==> config.mk <==
export PLATFORM = sky130hd
export DESIGN_NAME = m_pcpi_arbiter_flat
export DESIGN_NICKNAME = d
export VERILOG_FILES = /design/src/rtl/m_pcpi_arbiter_if.sv /design/src/rtl/m_pcpi_arbiter.sv /design/src/flat_wrapper.sv
export SDC_FILE = /design/constraint.sdc
export NUM_CORES = 1
export LEC_CHECK = 0
export ABC_AREA = 1
export CAP_MARGIN = 0
export CORE_AREA = 4 4 152 154
export CTS_BUF_LIST = sky130_fd_sc_hd__clkbuf_8
export DETAILED_ROUTE_END_ITERATION = 10
export DIE_AREA = 0 0 156 158
export PLACE_DENSITY = 0.71
export SLEW_MARGIN = 20
export SYNTH_ARGS = -nofsm -noshare
export SYNTH_HDL_FRONTEND = slang
export SYNTH_SLANG_ARGS = --single-unit
==> constraint.sdc <==
create_clock -name clk -period 4.7 [get_ports clk]
set_input_delay 0.94 -clock clk [delete_from_list [all_inputs] [get_ports clk]]
set_output_delay 0.94 -clock clk [all_outputs]
set_load 0.05 [all_outputs]
==> src/rtl/m_pcpi_arbiter_if.sv <==
// Bundle of two PCPI-style requester ports, the shared M-unit port and the watchdog flag.
// The arbiter uses the slave modport; requesters and the M-unit model use master.
interface m_pcpi_arbiter_if;
    logic        req0_valid;
    logic [31:0] req0_insn;
    logic [31:0] req0_rs1;
    logic [31:0] req0_rs2;
    logic        req0_ready;
    logic        req0_wr;
    logic [31:0] req0_rd;
    logic        req0_wait;

    logic        req1_valid;
    logic [31:0] req1_insn;
    logic [31:0] req1_rs1;
    logic [31:0] req1_rs2;
    logic        req1_ready;
    logic        req1_wr;
    logic [31:0] req1_rd;
    logic        req1_wait;

    logic        m_valid;
    logic [31:0] m_insn;
    logic [31:0] m_rs1;
    logic [31:0] m_rs2;
    logic        m_ready;
    logic        m_wr;
    logic [31:0] m_rd;
    logic        m_busy;

    logic        timeout_err;

    modport slave (
        input  req0_valid, req0_insn, req0_rs1, req0_rs2,
        output req0_ready, req0_wr, req0_rd, req0_wait,
        input  req1_valid, req1_insn, req1_rs1, req1_rs2,
        output req1_ready, req1_wr, req1_rd, req1_wait,
        output m_valid, m_insn, m_rs1, m_rs2,
        input  m_ready, m_wr, m_rd, m_busy,
        output timeout_err
    );

    modport master (
        output req0_valid, req0_insn, req0_rs1, req0_rs2,
        input  req0_ready, req0_wr, req0_rd, req0_wait,
        output req1_valid, req1_insn, req1_rs1, req1_rs2,
        input  req1_ready, req1_wr, req1_rd, req1_wait,
        input  m_valid, m_insn, m_rs1, m_rs2,
        output m_ready, m_wr, m_rd, m_busy,
        input  timeout_err
    );
endinterface

==> src/rtl/m_pcpi_arbiter.sv <==
// Round-robin arbiter/sequencer sharing one M-extension unit between two PCPI requesters,
// with operand latching, result capture and a watchdog that frees a silent unit.
module m_pcpi_arbiter #(
    parameter int unsigned TIMEOUT_CYCLES = 64
) (
    input  logic           clk,
    input  logic           reset,
    m_pcpi_arbiter_if.slave pcpi_io
);

    localparam int unsigned CntW = (TIMEOUT_CYCLES > 1) ? $clog2(TIMEOUT_CYCLES) : 1;
    localparam logic [CntW-1:0] CntLast = CntW'(TIMEOUT_CYCLES - 1);

    typedef enum logic [1:0] {StIdle, StIssue, StWait, StResp} state_e;

    state_e          state_q, state_d;
    logic [CntW-1:0] cnt_q, cnt_d;
    logic            last_q, last_d;
    logic            grant_q, grant_d;
    logic [1:0]      guard_q, guard_d;
    logic            terr_q, terr_d;
    logic            mvalid_q, mvalid_d;
    logic [31:0]     insn_q, insn_d;
    logic [31:0]     rs1_q, rs1_d;
    logic [31:0]     rs2_q, rs2_d;
    logic            wr_q, wr_d;
    logic [31:0]     rd_q, rd_d;

    logic claim0, claim1, elig0, elig1, pick1, resp0, resp1;

    assign claim0 = (pcpi_io.req0_insn[6:0] == 7'b0110011) &&
                    (pcpi_io.req0_insn[31:25] == 7'b0000001);
    assign claim1 = (pcpi_io.req1_insn[6:0] == 7'b0110011) &&
                    (pcpi_io.req1_insn[31:25] == 7'b0000001);
    assign elig0  = pcpi_io.req0_valid & claim0 & ~guard_q[0];
    assign elig1  = pcpi_io.req1_valid & claim1 & ~guard_q[1];
    // On a tie the requester that did not win last time goes first.
    assign pick1  = elig1 & (~elig0 | ~last_q);
    assign resp0  = (state_q == StResp) & ~grant_q;
    assign resp1  = (state_q == StResp) & grant_q;

    always_comb begin
        state_d  = state_q;
        cnt_d    = cnt_q;
        last_d   = last_q;
        grant_d  = grant_q;
        guard_d  = 2'b00;
        terr_d   = terr_q;
        mvalid_d = mvalid_q;
        insn_d   = insn_q;
        rs1_d    = rs1_q;
        rs2_d    = rs2_q;
        wr_d     = wr_q;
        rd_d     = rd_q;

        case (state_q)
            StIdle: begin
                if (!pcpi_io.m_busy && (elig0 || elig1)) begin
                    grant_d  = pick1;
                    insn_d   = pick1 ? pcpi_io.req1_insn : pcpi_io.req0_insn;
                    rs1_d    = pick1 ? pcpi_io.req1_rs1  : pcpi_io.req0_rs1;
                    rs2_d    = pick1 ? pcpi_io.req1_rs2  : pcpi_io.req0_rs2;
                    mvalid_d = 1'b1;
                    state_d  = StIssue;
                end
            end
            StIssue: begin
                cnt_d   = '0;
                state_d = StWait;
            end
            StWait: begin
                if (pcpi_io.m_ready) begin
                    wr_d     = pcpi_io.m_wr;
                    rd_d     = pcpi_io.m_rd;
                    mvalid_d = 1'b0;
                    state_d  = StResp;
                end else if (cnt_q == CntLast) begin
                    wr_d     = 1'b0;
                    rd_d     = '0;
                    terr_d   = 1'b1;
                    mvalid_d = 1'b0;
                    state_d  = StResp;
                end else begin
                    cnt_d = cnt_q + CntW'(1);
                end
            end
            StResp: begin
                last_d  = grant_q;
                // Mask the served requester's still-asserted valid for one cycle.
                guard_d = grant_q ? 2'b10 : 2'b01;
                state_d = StIdle;
            end
            default: state_d = StIdle;
        endcase
    end

    always_ff @(posedge clk) begin
        if (reset) begin
            state_q  <= StIdle;
            cnt_q    <= '0;
            last_q   <= 1'b1;
            grant_q  <= 1'b0;
            guard_q  <= 2'b00;
            terr_q   <= 1'b0;
            mvalid_q <= 1'b0;
            insn_q   <= '0;
            rs1_q    <= '0;
            rs2_q    <= '0;
            wr_q     <= 1'b0;
            rd_q     <= '0;
        end else begin
            state_q  <= state_d;
            cnt_q    <= cnt_d;
            last_q   <= last_d;
            grant_q  <= grant_d;
            guard_q  <= guard_d;
            terr_q   <= terr_d;
            mvalid_q <= mvalid_d;
            insn_q   <= insn_d;
            rs1_q    <= rs1_d;
            rs2_q    <= rs2_d;
            wr_q     <= wr_d;
            rd_q     <= rd_d;
        end
    end

    always_comb begin
        pcpi_io.req0_ready  = resp0;
        pcpi_io.req0_wr     = resp0 & wr_q;
        pcpi_io.req0_rd     = resp0 ? rd_q : '0;
        pcpi_io.req0_wait   = pcpi_io.req0_valid & claim0 & ~resp0 & ~guard_q[0];
        pcpi_io.req1_ready  = resp1;
        pcpi_io.req1_wr     = resp1 & wr_q;
        pcpi_io.req1_rd     = resp1 ? rd_q : '0;
        pcpi_io.req1_wait   = pcpi_io.req1_valid & claim1 & ~resp1 & ~guard_q[1];
        pcpi_io.m_valid     = mvalid_q;
        pcpi_io.m_insn      = insn_q;
        pcpi_io.m_rs1       = rs1_q;
        pcpi_io.m_rs2       = rs2_q;
        pcpi_io.timeout_err = terr_q;
    end

endmodule

==> src/flat_wrapper.sv <==
// flat-port wrapper written by rule: the top's interface ports become plain ports
module m_pcpi_arbiter_flat 
#(
    parameter int unsigned TIMEOUT_CYCLES = 64
)
  (clk, reset, pcpi_io_req0_valid, pcpi_io_req0_insn, pcpi_io_req0_rs1, pcpi_io_req0_rs2, pcpi_io_req0_ready, pcpi_io_req0_wr, pcpi_io_req0_rd, pcpi_io_req0_wait, pcpi_io_req1_valid, pcpi_io_req1_insn, pcpi_io_req1_rs1, pcpi_io_req1_rs2, pcpi_io_req1_ready, pcpi_io_req1_wr, pcpi_io_req1_rd, pcpi_io_req1_wait, pcpi_io_m_valid, pcpi_io_m_insn, pcpi_io_m_rs1, pcpi_io_m_rs2, pcpi_io_m_ready, pcpi_io_m_wr, pcpi_io_m_rd, pcpi_io_m_busy, pcpi_io_timeout_err);
  m_pcpi_arbiter_if pcpi_io_i ();
  input  logic clk;
  input  logic reset;
  input wire logic [$bits(pcpi_io_i.req0_valid)-1:0] pcpi_io_req0_valid;
  input wire logic [$bits(pcpi_io_i.req0_insn)-1:0] pcpi_io_req0_insn;
  input wire logic [$bits(pcpi_io_i.req0_rs1)-1:0] pcpi_io_req0_rs1;
  input wire logic [$bits(pcpi_io_i.req0_rs2)-1:0] pcpi_io_req0_rs2;
  output wire logic [$bits(pcpi_io_i.req0_ready)-1:0] pcpi_io_req0_ready;
  output wire logic [$bits(pcpi_io_i.req0_wr)-1:0] pcpi_io_req0_wr;
  output wire logic [$bits(pcpi_io_i.req0_rd)-1:0] pcpi_io_req0_rd;
  output wire logic [$bits(pcpi_io_i.req0_wait)-1:0] pcpi_io_req0_wait;
  input wire logic [$bits(pcpi_io_i.req1_valid)-1:0] pcpi_io_req1_valid;
  input wire logic [$bits(pcpi_io_i.req1_insn)-1:0] pcpi_io_req1_insn;
  input wire logic [$bits(pcpi_io_i.req1_rs1)-1:0] pcpi_io_req1_rs1;
  input wire logic [$bits(pcpi_io_i.req1_rs2)-1:0] pcpi_io_req1_rs2;
  output wire logic [$bits(pcpi_io_i.req1_ready)-1:0] pcpi_io_req1_ready;
  output wire logic [$bits(pcpi_io_i.req1_wr)-1:0] pcpi_io_req1_wr;
  output wire logic [$bits(pcpi_io_i.req1_rd)-1:0] pcpi_io_req1_rd;
  output wire logic [$bits(pcpi_io_i.req1_wait)-1:0] pcpi_io_req1_wait;
  output wire logic [$bits(pcpi_io_i.m_valid)-1:0] pcpi_io_m_valid;
  output wire logic [$bits(pcpi_io_i.m_insn)-1:0] pcpi_io_m_insn;
  output wire logic [$bits(pcpi_io_i.m_rs1)-1:0] pcpi_io_m_rs1;
  output wire logic [$bits(pcpi_io_i.m_rs2)-1:0] pcpi_io_m_rs2;
  input wire logic [$bits(pcpi_io_i.m_ready)-1:0] pcpi_io_m_ready;
  input wire logic [$bits(pcpi_io_i.m_wr)-1:0] pcpi_io_m_wr;
  input wire logic [$bits(pcpi_io_i.m_rd)-1:0] pcpi_io_m_rd;
  input wire logic [$bits(pcpi_io_i.m_busy)-1:0] pcpi_io_m_busy;
  output wire logic [$bits(pcpi_io_i.timeout_err)-1:0] pcpi_io_timeout_err;
  assign pcpi_io_i.req0_valid = pcpi_io_req0_valid;
  assign pcpi_io_i.req0_insn = pcpi_io_req0_insn;
  assign pcpi_io_i.req0_rs1 = pcpi_io_req0_rs1;
  assign pcpi_io_i.req0_rs2 = pcpi_io_req0_rs2;
  assign pcpi_io_req0_ready = pcpi_io_i.req0_ready;
  assign pcpi_io_req0_wr = pcpi_io_i.req0_wr;
  assign pcpi_io_req0_rd = pcpi_io_i.req0_rd;
  assign pcpi_io_req0_wait = pcpi_io_i.req0_wait;
  assign pcpi_io_i.req1_valid = pcpi_io_req1_valid;
  assign pcpi_io_i.req1_insn = pcpi_io_req1_insn;
  assign pcpi_io_i.req1_rs1 = pcpi_io_req1_rs1;
  assign pcpi_io_i.req1_rs2 = pcpi_io_req1_rs2;
  assign pcpi_io_req1_ready = pcpi_io_i.req1_ready;
  assign pcpi_io_req1_wr = pcpi_io_i.req1_wr;
  assign pcpi_io_req1_rd = pcpi_io_i.req1_rd;
  assign pcpi_io_req1_wait = pcpi_io_i.req1_wait;
  assign pcpi_io_m_valid = pcpi_io_i.m_valid;
  assign pcpi_io_m_insn = pcpi_io_i.m_insn;
  assign pcpi_io_m_rs1 = pcpi_io_i.m_rs1;
  assign pcpi_io_m_rs2 = pcpi_io_i.m_rs2;
  assign pcpi_io_i.m_ready = pcpi_io_m_ready;
  assign pcpi_io_i.m_wr = pcpi_io_m_wr;
  assign pcpi_io_i.m_rd = pcpi_io_m_rd;
  assign pcpi_io_i.m_busy = pcpi_io_m_busy;
  assign pcpi_io_timeout_err = pcpi_io_i.timeout_err;
  m_pcpi_arbiter #(.TIMEOUT_CYCLES(TIMEOUT_CYCLES)) u_core (.clk(clk), .reset(reset), .pcpi_io(pcpi_io_i));
endmodule
==> impl_metrics.csv <==
group,metric,value,unit
outcome,status,"complete, no violations",
critical_path,rrSetupSlack,2.20,ns
route,drt-pass1-iter-count,4,
sta,skew,0.01304,ns
sta,setup_tns,0,ns
route,drt-initial-drc-count,427,
layout,area_growth,59.91,%
sta,worst_slack,0.7705,ns
clocking,clock_sinks,143,
sta,final_max_slew_viol_count,0,
power,comb_power_share,17.5,%
placement,place_area,0.01151,mm²
synthesis,synth_adder_area_share,1.009,%
layout,diodes,0,
placement,place_ws,0.7683,ns
clocking,cts_tree,"yes",
die,die_w,156,µm
synthesis,ys_seq_area_share,38.47,%
layout,instances_no_fill,1790,
grt,grt_pass1_wl,39.05,mm
critical_path,cp_max_fo,2,
placement,io_buffers,398,
clocking,cts_resized,0,
synthesis,ys_ff_latch,143,
min_path,worst_hold_path_type,"reg -> reg",
grt,grt_max_degree,84,
synthesis,syn_inst,1143,
clocking,htree_levels,4,
critical_path,worstSetupPathType,"in -> out",
clocking,clockBufferDepth,2,
route,routed_wl,25.55,mm
layout,nFillCells,2173,
die,num_rows,54,
critical_path,arrival,2.99,ns
clocking,clk_pin_slew,0.08,ns
grt,antenna_found_initial,1,
synthesis,syn_nets,1380,
sta,fmax,0.2545,GHz
critical_path,cp.required,3.76,ns
route,antenna_left,0,
route,vias_per_cell,4.485,
layout,layout_common_cells,"397 x clkdlybuf4s50_1, 268 x nand2_1, 235 x inv_1",
power,switching_share,27.31,%
layout,final_util,54.86,%
clocking,cts_hold_buf,0,
layout,layout-drive-gt1-share,7.152,%
power,internal_power,1.980,mW
sta,max-slew-margin-rel,31.59,%
sta,worst_pin_slew,1.025,ns
route,routedWlPerCell,14.27,µm
clocking,root_buffer,"clkbuf_8",
synthesis,yosys.area_share.simple,30.91,%
synthesis,synth_mux_area_share,0,%
power,pwr-share-clk,35.7,%
die,die-area,0.02465,mm²
synthesis,avgSynthCellArea,6.510,µm²
synthesis,syn-cell-area,0.007441,mm²
grt,grt_pass1_vias,7389,
job,maxCapViolations,0,
sta,hold_viol_final,0,
placement,gp_congestion,0.8076,
power,powerDensity,228.9,mW/mm²
synthesis,synth_xor_area_share,0.1177,%
sta,setup_viol,0,
layout,final_area,0.01190,mm²
sta,timing.final.crit_period,3.929,ns
die,die_h,158,µm
grt,overflow,0,
route,drcViolationCount,0,
clocking,post_cts_buffers,0,
die,boundaryPins,399,
power,p_sw,0.7437,mW
grt,gr-usage-all-layers,19.79,%
placement,dp_cells,1758,
synthesis,synth_top_family_by_area,"simple AND/OR/NAND/NOR gates",
synthesis,synth_cell_types,22,
die,start_util,34.31,%
placement,dp.final_hpwl,19.22,mm
synthesis,synth_compound_area_share,12.33,%
layout,final_nets,1734,
synthesis,yosys_warnings,0,
critical_path,setup.worst_path.end_class,"output pin",
critical_path,cp-start-kind,"input port",
route,vias,8028,
power,irDropWorstVdd,160.6,µV
sta,fin_crit_sh,83.61,%
sta,rsz0062_at_grt,"no",
die,core_area,0.02169,mm²
power,p_leak,4.853,nW
clocking,clock_latency,0.44,ns
power,p_seq_share,46.8,%
layout,final_common_cell,"clkdlybuf4s50_1",
clocking,numCtsBuffers,17,
[synth_stat cells]
| cell type | number | area share (%) |
|---|---|---|
| ha_1 | 6 | 1.0 |
| o21a_1 | 6 | 0.61 |
| a21oi_2 | 60 | 7.1 |
| nand4_1 | 3 | 0.25 |
| nand3_1 | 179 | 12 |
| dfxtp_1 | 143 | 38 |
| clkinv_1 | 1 | 0.050 |
| o21ai_0 | 2 | 0.13 |
| nand3_2 | 1 | 0.13 |
| nor2_1 | 96 | 4.8 |
| nor3_1 | 1 | 0.067 |
| a31o_2 | 1 | 0.12 |
| xor2_1 | 1 | 0.12 |
| a21oi_1 | 64 | 4.3 |
| inv_2 | 1 | 0.050 |
| buf_6 | 11 | 1.7 |
| o21bai_1 | 1 | 0.10 |
| buf_1 | 9 | 0.45 |
| clkbuf_1 | 29 | 1.5 |
| inv_1 | 234 | 12 |
| nand2_1 | 269 | 14 |
| buf_2 | 25 | 1.7 |
[flip-flops by register name, summed over array words and instances (netlist names)]
| signal | count |
|---|---|
| u_core.pcpi_io.m_rs1 | 32 |
| u_core.pcpi_io.m_valid | 1 |
| u_core.grant_q | 1 |
| u_core.rd_q | 32 |
| u_core.cnt_q | 6 |
| u_core.pcpi_io.timeout_err | 1 |
| u_core.guard_q | 2 |
| u_core.pcpi_io.m_insn | 32 |
| u_core.pcpi_io.m_rs2 | 32 |
| u_core.state_q | 2 |
| u_core.wr_q | 1 |
| u_core.last_q | 1 |
[logic make-up (layout without fill, tap and decap cells)]
family | after synthesis | after routing
compound gates | 134 | 134
xor+xnor | 1 | 1
fa+ha+maj | 6 | 6
buf+inv | 310 | 677
flops | 143 | 143
simple gates | 549 | 549
[per-stage QoR]
stage	hold WS [ns]	power [mW]
after floorplan	0.4253	1.521
after global placement	0.4280	1.775
after detailed placement	0.4348	1.782
after CTS	0.4488	2.775
after global routing	0.4750	2.869
final	0.4462	2.724
[routing by layer]
metal | vias up | share of wire (%) | global-route usage [%]
li1 | 4178 | - | -
met1 | 3551 | 40 | 22.52
met2 | 267 | 50 | 35.25
met3 | 30 | 8.4 | 6.534
met4 | 2 | 1.8 | 6.003
met5 | - | 0.031 | 0
[worst paths after layout]
| check | from | depth (start not counted) | to |
|---|---|---|---|
| setup / recovery | pcpi_io_req0_insn[0] | 8 | pcpi_io_req0_wait |
| hold / removal | u_core.pcpi_io.m_insn[30] | 2 | u_core.pcpi_io.m_insn[30] |
| setup reg to reg | u_core.state_q[0] | 8 | u_core.pcpi_io.m_rs2[11] |
| hold reg to reg | u_core.pcpi_io.m_insn[30] | 2 | u_core.pcpi_io.m_insn[30] |
[layout make-up]
class                   count  area [µm²]  area share, %
clock buffers              18       247.7          2.082
clock inverters            14       140.1          1.178
well taps                 280       350.3          2.944
multi-input cells         690        3323          27.93
inverters                 236       885.9          7.445
repair buffers            409        4089          34.36
flip-flops and latches    143        2863          24.06
[critical path, cell delays in order]
cell	delay (ns)
clkdlybuf4s50_1	0.45
inv_1	0.03
nor2_1	0.11
nand2_1	0.07
nor2_1	0.32
nand2_1	0.12
nor2_1	0.11
clkdlybuf4s50_1	0.83
[power by group through the flow]
stage	combinational [mW]	sequential (mW)	clock [mW]
detailed placement	0.480	1.30	0
global placement	0.475	1.30	0
global route	0.530	1.28	1.06
CTS	0.482	1.27	1.02
floorplan	0.226	1.30	0
finish	0.477	1.27	0.973
Power figures use the tool's default switching activity.
